===== src/rtl/lif_pkg.sv =====
// Shared types and helpers for the leaky integrate-and-fire neuron.
// Holds the FSM state enum, the saturating adder and the refractory counter sizing.
package lif_pkg;

    typedef enum logic [0:0] {
        INTEGRATE  = 1'b0,
        REFRACTORY = 1'b1
    } lif_state_e;

    // Counter must hold the value REFRAC; never narrower than one bit so REFRAC=0 still elaborates.
    function automatic int refrac_cnt_width(input int refrac);
        int w;
        w = $clog2(refrac + 1);
        return (w < 1) ? 1 : w;
    endfunction

    localparam int REFRAC_DEFAULT   = 2;
    localparam int REFRAC_CNT_W_DEF = refrac_cnt_width(REFRAC_DEFAULT);

    // Unsigned a + b clamped to 2^width-1; width must be 31 or less.
    function automatic logic [31:0] sat_add(input logic [31:0] a, input logic [31:0] b,
                                            input int width);
        logic [32:0] s;
        logic [32:0] m;
        s = {1'b0, a} + {1'b0, b};
        m = (33'd1 << width) - 33'd1;
        return (s > m) ? m[31:0] : s[31:0];
    endfunction

endpackage


===== src/rtl/lif_membrane_integrator_leak_sat.sv =====
// Combinational datapath: leak the membrane, add the input with saturation,
// and compare the result against the firing threshold.
module lif_leak_sat
    import lif_pkg::*;
#(
    parameter int W_IN       = 12,
    parameter int W_V        = 16,
    parameter int LEAK_SHIFT = 3
) (
    input  logic [W_V-1:0]  i_v,
    input  logic [W_IN-1:0] i_sum,
    input  logic [W_V-1:0]  i_threshold,
    output logic [W_V-1:0]  o_v_next,
    output logic            o_fire
);

    logic [W_V-1:0] w_leak;
    logic [W_V-1:0] w_v_leaked;

    // A shift of zero would drain the whole potential, so it means "no leak" instead.
    generate
        if (LEAK_SHIFT == 0) begin : g_no_leak
            assign w_leak = '0;
        end else begin : g_leak
            assign w_leak = i_v >> LEAK_SHIFT;
        end
    endgenerate

    assign w_v_leaked = i_v - w_leak;
    assign o_v_next   = W_V'(sat_add(32'(w_v_leaked), 32'(i_sum), W_V));
    assign o_fire     = (o_v_next >= i_threshold);

endmodule


===== src/rtl/lif_membrane_integrator.sv =====
// One leaky integrate-and-fire neuron with valid/ready on both sides and a
// single registered output stage (one-cycle latency, full throughput).
module lif_membrane_integrator
    import lif_pkg::*;
#(
    parameter int W_IN       = 12,
    parameter int W_V        = 16,
    parameter int LEAK_SHIFT = 3,
    parameter int REFRAC     = 2
) (
    input  logic            clk,
    input  logic            reset,
    input  logic            in_valid,
    output logic            in_ready,
    input  logic [W_IN-1:0] in_sum,
    input  logic [W_V-1:0]  threshold,
    output logic            out_valid,
    input  logic            out_ready,
    output logic            out_spike,
    output logic [W_V-1:0]  out_v
);

    localparam int CW = refrac_cnt_width(REFRAC);

    lif_state_e     r_state;
    lif_state_e     w_state_next;
    logic [W_V-1:0] r_v;
    logic [W_V-1:0] w_v_next;
    logic [CW-1:0]  r_cnt;
    logic [CW-1:0]  w_cnt_next;
    logic           r_out_valid;
    logic           w_out_valid_next;
    logic           r_out_spike;
    logic           w_out_spike_next;
    logic [W_V-1:0] r_out_v;
    logic [W_V-1:0] w_out_v_next;

    logic           w_accept;
    logic [W_V-1:0] w_int_v;
    logic           w_fire;

    assign in_ready  = !r_out_valid || out_ready;
    assign w_accept  = in_valid && in_ready;
    assign out_valid = r_out_valid;
    assign out_spike = r_out_spike;
    assign out_v     = r_out_v;

    lif_leak_sat #(
        .W_IN       (W_IN),
        .W_V        (W_V),
        .LEAK_SHIFT (LEAK_SHIFT)
    ) u_leak_sat (
        .i_v         (r_v),
        .i_sum       (in_sum),
        .i_threshold (threshold),
        .o_v_next    (w_int_v),
        .o_fire      (w_fire)
    );

    always_comb begin
        w_state_next     = r_state;
        w_v_next         = r_v;
        w_cnt_next       = r_cnt;
        w_out_valid_next = r_out_valid;
        w_out_spike_next = r_out_spike;
        w_out_v_next     = r_out_v;
        if (w_accept) begin
            w_out_valid_next = 1'b1;
            case (r_state)
                INTEGRATE: begin
                    w_out_v_next     = w_int_v;
                    w_out_spike_next = w_fire;
                    if (w_fire) begin
                        w_v_next = '0;
                        if (REFRAC > 0) begin
                            w_cnt_next   = CW'(REFRAC);
                            w_state_next = REFRACTORY;
                        end
                    end else begin
                        w_v_next = w_int_v;
                    end
                end
                REFRACTORY: begin
                    // Input is discarded; the timestep still produces a (silent) result.
                    w_out_v_next     = '0;
                    w_out_spike_next = 1'b0;
                    w_v_next         = '0;
                    w_cnt_next       = r_cnt - CW'(1);
                    if (r_cnt <= CW'(1)) begin
                        w_state_next = INTEGRATE;
                    end
                end
                default: w_state_next = INTEGRATE;
            endcase
        end else if (r_out_valid && out_ready) begin
            w_out_valid_next = 1'b0;
        end
    end

    always_ff @(posedge clk) begin
        if (reset) begin
            r_state     <= INTEGRATE;
            r_v         <= '0;
            r_cnt       <= '0;
            r_out_valid <= 1'b0;
            r_out_spike <= 1'b0;
            r_out_v     <= '0;
        end else begin
            r_state     <= w_state_next;
            r_v         <= w_v_next;
            r_cnt       <= w_cnt_next;
            r_out_valid <= w_out_valid_next;
            r_out_spike <= w_out_spike_next;
            r_out_v     <= w_out_v_next;
        end
    end

endmodule


===== config.mk =====
export PLATFORM = sky130hd
export DESIGN_NAME = lif_membrane_integrator
export DESIGN_NICKNAME = d
export VERILOG_FILES = /design/src/rtl/lif_pkg.sv /design/src/rtl/lif_membrane_integrator_leak_sat.sv /design/src/rtl/lif_membrane_integrator.sv
export SDC_FILE = /design/constraint.sdc
export NUM_CORES = 1
export LEC_CHECK = 0
export ABC_AREA = 1
export CORE_AREA = 10 10 86 106
export CTS_CLUSTER_SIZE = 25
export DETAILED_ROUTE_END_ITERATION = 8
export DIE_AREA = 0 0 96 116
export GPL_ROUTABILITY_DRIVEN = 0
export HOLD_SLACK_MARGIN = 0.05
export PLACE_DENSITY = 0.75
export SLEW_MARGIN = 0
export SYNTH_ARGS = -nofsm -noshare
export SYNTH_HDL_FRONTEND = slang
export SYNTH_SLANG_ARGS = --single-unit

===== constraint.sdc =====
create_clock -name clk -period 4.25 [get_ports clk]
set_input_delay 0.425 -clock clk [delete_from_list [all_inputs] [get_ports clk]]
set_output_delay 0.425 -clock clk [all_outputs]
set_load 0.05 [all_outputs]

==> results.yml <==
outcome:
  violations: "setup timing"
  status: "complete, but fails checks"
routing:
  first_pass_iters: 5
  wl_met2_microns: 6177
  finalWirelength_microns: 12090
  highest_layer: "met4"
  drtIter0Drc: 219
  vias: 3896
  ant_nets: 0
  met3WireLength_microns: 705
  viasPerCell: 5.426
  wl_met1_microns: 4701
  avgRoutedWirePerCell_microns: 16.84
  drc: 0
cts:
  hold_buffers: 0
  clkTransAtPathRegs_ns: 0.08
  htree_levels: 2
  cts_buffers: 5
  clockBufferDepth: 2
  clockRootBuffer: "clkbuf_8"
  cts_tree: "done"
  cts.sinks: 37
  clkLatencyLatePin_ns: 0.29
yosys:
  synth-edff-count: 0
  ys_ff_latch: 37
  synthArstFlopShare_pct: 0
  ys_types: 40
  synth.top_cell.area_share_pct: 21.53
  syn_inst: 501
  synth-seq-area-share_pct: 21.53
  yosys-top-cells-count: "129 x nand2_1, 73 x inv_1, 58 x a21oi_1"
  ys_warn_count: 0
  synth.area.top_cells: "dfxtp_1 22%, ha_1 16%, nand2_1 14%"
  yosysTopAreaCell: "dfxtp_1"
  netlist_area_sq_mm: 0.003441
  syn-num-nets: 579
  avgSynthCellArea_sq_um: 6.868
  synth_flop_cell: "dfxtp_1"
  yosysMostFrequentCell: "nand2_1"
floorplanning:
  coreArea_sq_mm: 0.006977
  dieHeight_microns: 116
  start_util_pct: 49.32
  pin_count: 51
  die-area_sq_mm: 0.01114
  die_w_microns: 96
  rows: 34
timing:
  final.setup.tns_ns: -4.208
  setup_viol: 20
  setup_ws_ns: -0.3072
  period_share_pct: 107.2
  period_needed_ns: 4.557
  fmax_mhz: 219.4
  fin_skew_ns: 0.004399
  maxSlewViolCount: 0
  rsz0062_at_grt: "yes"
  hold_viol: 0
  maxSlewHeadroom_pct: 64.67
  worstMarginPinSlew_ns: 0.5283
finish:
  layout.nets: 705
  diodes: 0
  fin_util_pct: 74.77
  final_cell_count_no_fill: 718
  synthToLayoutAreaGrowth_pct: 51.60
  drive_gt1_share_pct: 33.12
run:
  drv_cap: 0
critical_path:
  slowest_stage: "fa_2"
  cp.required_ns: 4.46
  start_kind: "flip-flop"
  crit_arrival_ns: 4.77
  end_kind: "flip-flop"
  cp_max_fo: 8
  critPathKind: "reg -> reg"
  slowest_delay_ns: 0.36
  startpoint: "r_v[0]$_SDFFE_PP0P_"
  crit_top_cell: "nand2_2"
  r2r-start: "r_v[0]$_SDFFE_PP0P_"
grt:
  grt_pass1_vias: 3903
  antenna_found_initial: 0
  grt_start_max_net_pins: 38
  overflow: 0
  grt_pass1_wl_microns: 17440
  grtUsageTotal_pct: 19.09
place:
  io_buffers: 50
  post-place-ws_ns: -0.2284
  place_hpwl_microns: 7736
  dp.cells: 699
hold_path:
  hold_path.class: "reg -> reg"
  hold_path.startpoint: "out_v[7]$_SDFFE_PP0P_"
cell usage in the layout, fill, tap and decap left out, types with 4 or more instances in the layout:
| cell type | count |
|---|---|
| nand2_2 | 16 |
| nor2_1 | 18 |
| ha_4 | 14 |
| inv_1 | 70 |
| a21oi_2 | 25 |
| nand3_4 | 6 |
| nand2_4 | 10 |
| buf_4 | 77 |
| o21ai_2 | 4 |
| clkdlybuf4s50_1 | 50 |
| clkbuf_8 | 7 |
| o21ai_0 | 6 |
| nand4_1 | 5 |
| nand2_1 | 123 |
| inv_2 | 5 |
| dfxtp_1 | 32 |
| ha_1 | 29 |
| nand3_1 | 16 |
| xnor2_1 | 5 |
| xor2_1 | 13 |
| nor2_2 | 4 |
| a21oi_1 | 37 |
| nand3_2 | 15 |
state kept, by name (all words and copies together), names as in the netlist:
| register | cells |
|---|---|
| out_v | 16 |
| r_v | 16 |
| r_cnt | 2 |
| out_spike | 1 |
| out_valid | 1 |
| r_state | 1 |
logic make-up after synthesis:
logic type	count (synthesis)	synth area share, %
AO/OA/AOI/OAI	88	14.69
XOR/XNOR	19	4.836
adder cells (fa/ha/maj)	46	17.16
buffers and inverters	90	11.09
flip-flops	37	21.53
AND/OR/NAND/NOR	221	30.69
critical path, delay by kind of cell, from the launching register on:
kind / cells / cell delay [ns]
and+or+nand+nor: 11 / 1.24
xor gates and xnor gates: 1 / 0.18
adders and majority gates: 4 / 1.04
DFF: 1 / 0.33
buffers and inverters: 6 / 0.62
AOI/OAI and AO/OA: 7 / 1.04
what timing repair did:
item,4_1_cts,5_1_grt
setup endpoints to repair,20,20
gates resized for setup,28,75
gates cloned,1,0
pin swaps,10,48
setup buffers,2,8
layer usage:
| metal | vias to the layer above | GRT usage (%) |
|---|---|---|
| li1 | 1878 | - |
| met1 | 1821 | 21.44 |
| met2 | 149 | 33.80 |
| met3 | 48 | 3.819 |
| met4 | 0 | 8.079 |
| met5 | - | 0 |
area by class of cell:
| type | instances | area, sq um |
|---|---|---|
| clock buffer | 7 | 96.34 |
| clock inverter | 1 | 5.005 |
| fill | 482 | 1760 |
| inverter | 77 | 291.5 |
| multi-input combinational | 374 | 2781 |
| sequential | 37 | 752.0 |
| tap | 90 | 112.6 |
| timing repair buffer | 132 | 1177 |
through the flow:
stage / area (sq um) / hold slack (ns)
2_1_floorplan: 3441 / 0.4453
3_3_place_gp: 4509 / 0.4541
3_5_place_dp: 4509 / 0.4579
4_1_cts: 4792 / 0.4686
5_1_grt: 5216 / 0.4918
6_report: 5216 / 0.4703
path summary, 6_finish.rpt:
check | endpoint | cells after the start | slack [ns]
setup / recovery | r_v[15]$_SDFFE_PP0P_ | 29 | -0.31
setup reg to reg | r_v[15]$_SDFFE_PP0P_ | 29 | -0.31
hold / removal | out_v[7]$_SDFFE_PP0P_ | 2 | 0.47
hold reg to reg | out_v[7]$_SDFFE_PP0P_ | 2 | 0.47
Power is not shown: default switching activity piles up to over one toggle a cycle in this logic, so the estimate is an artifact.
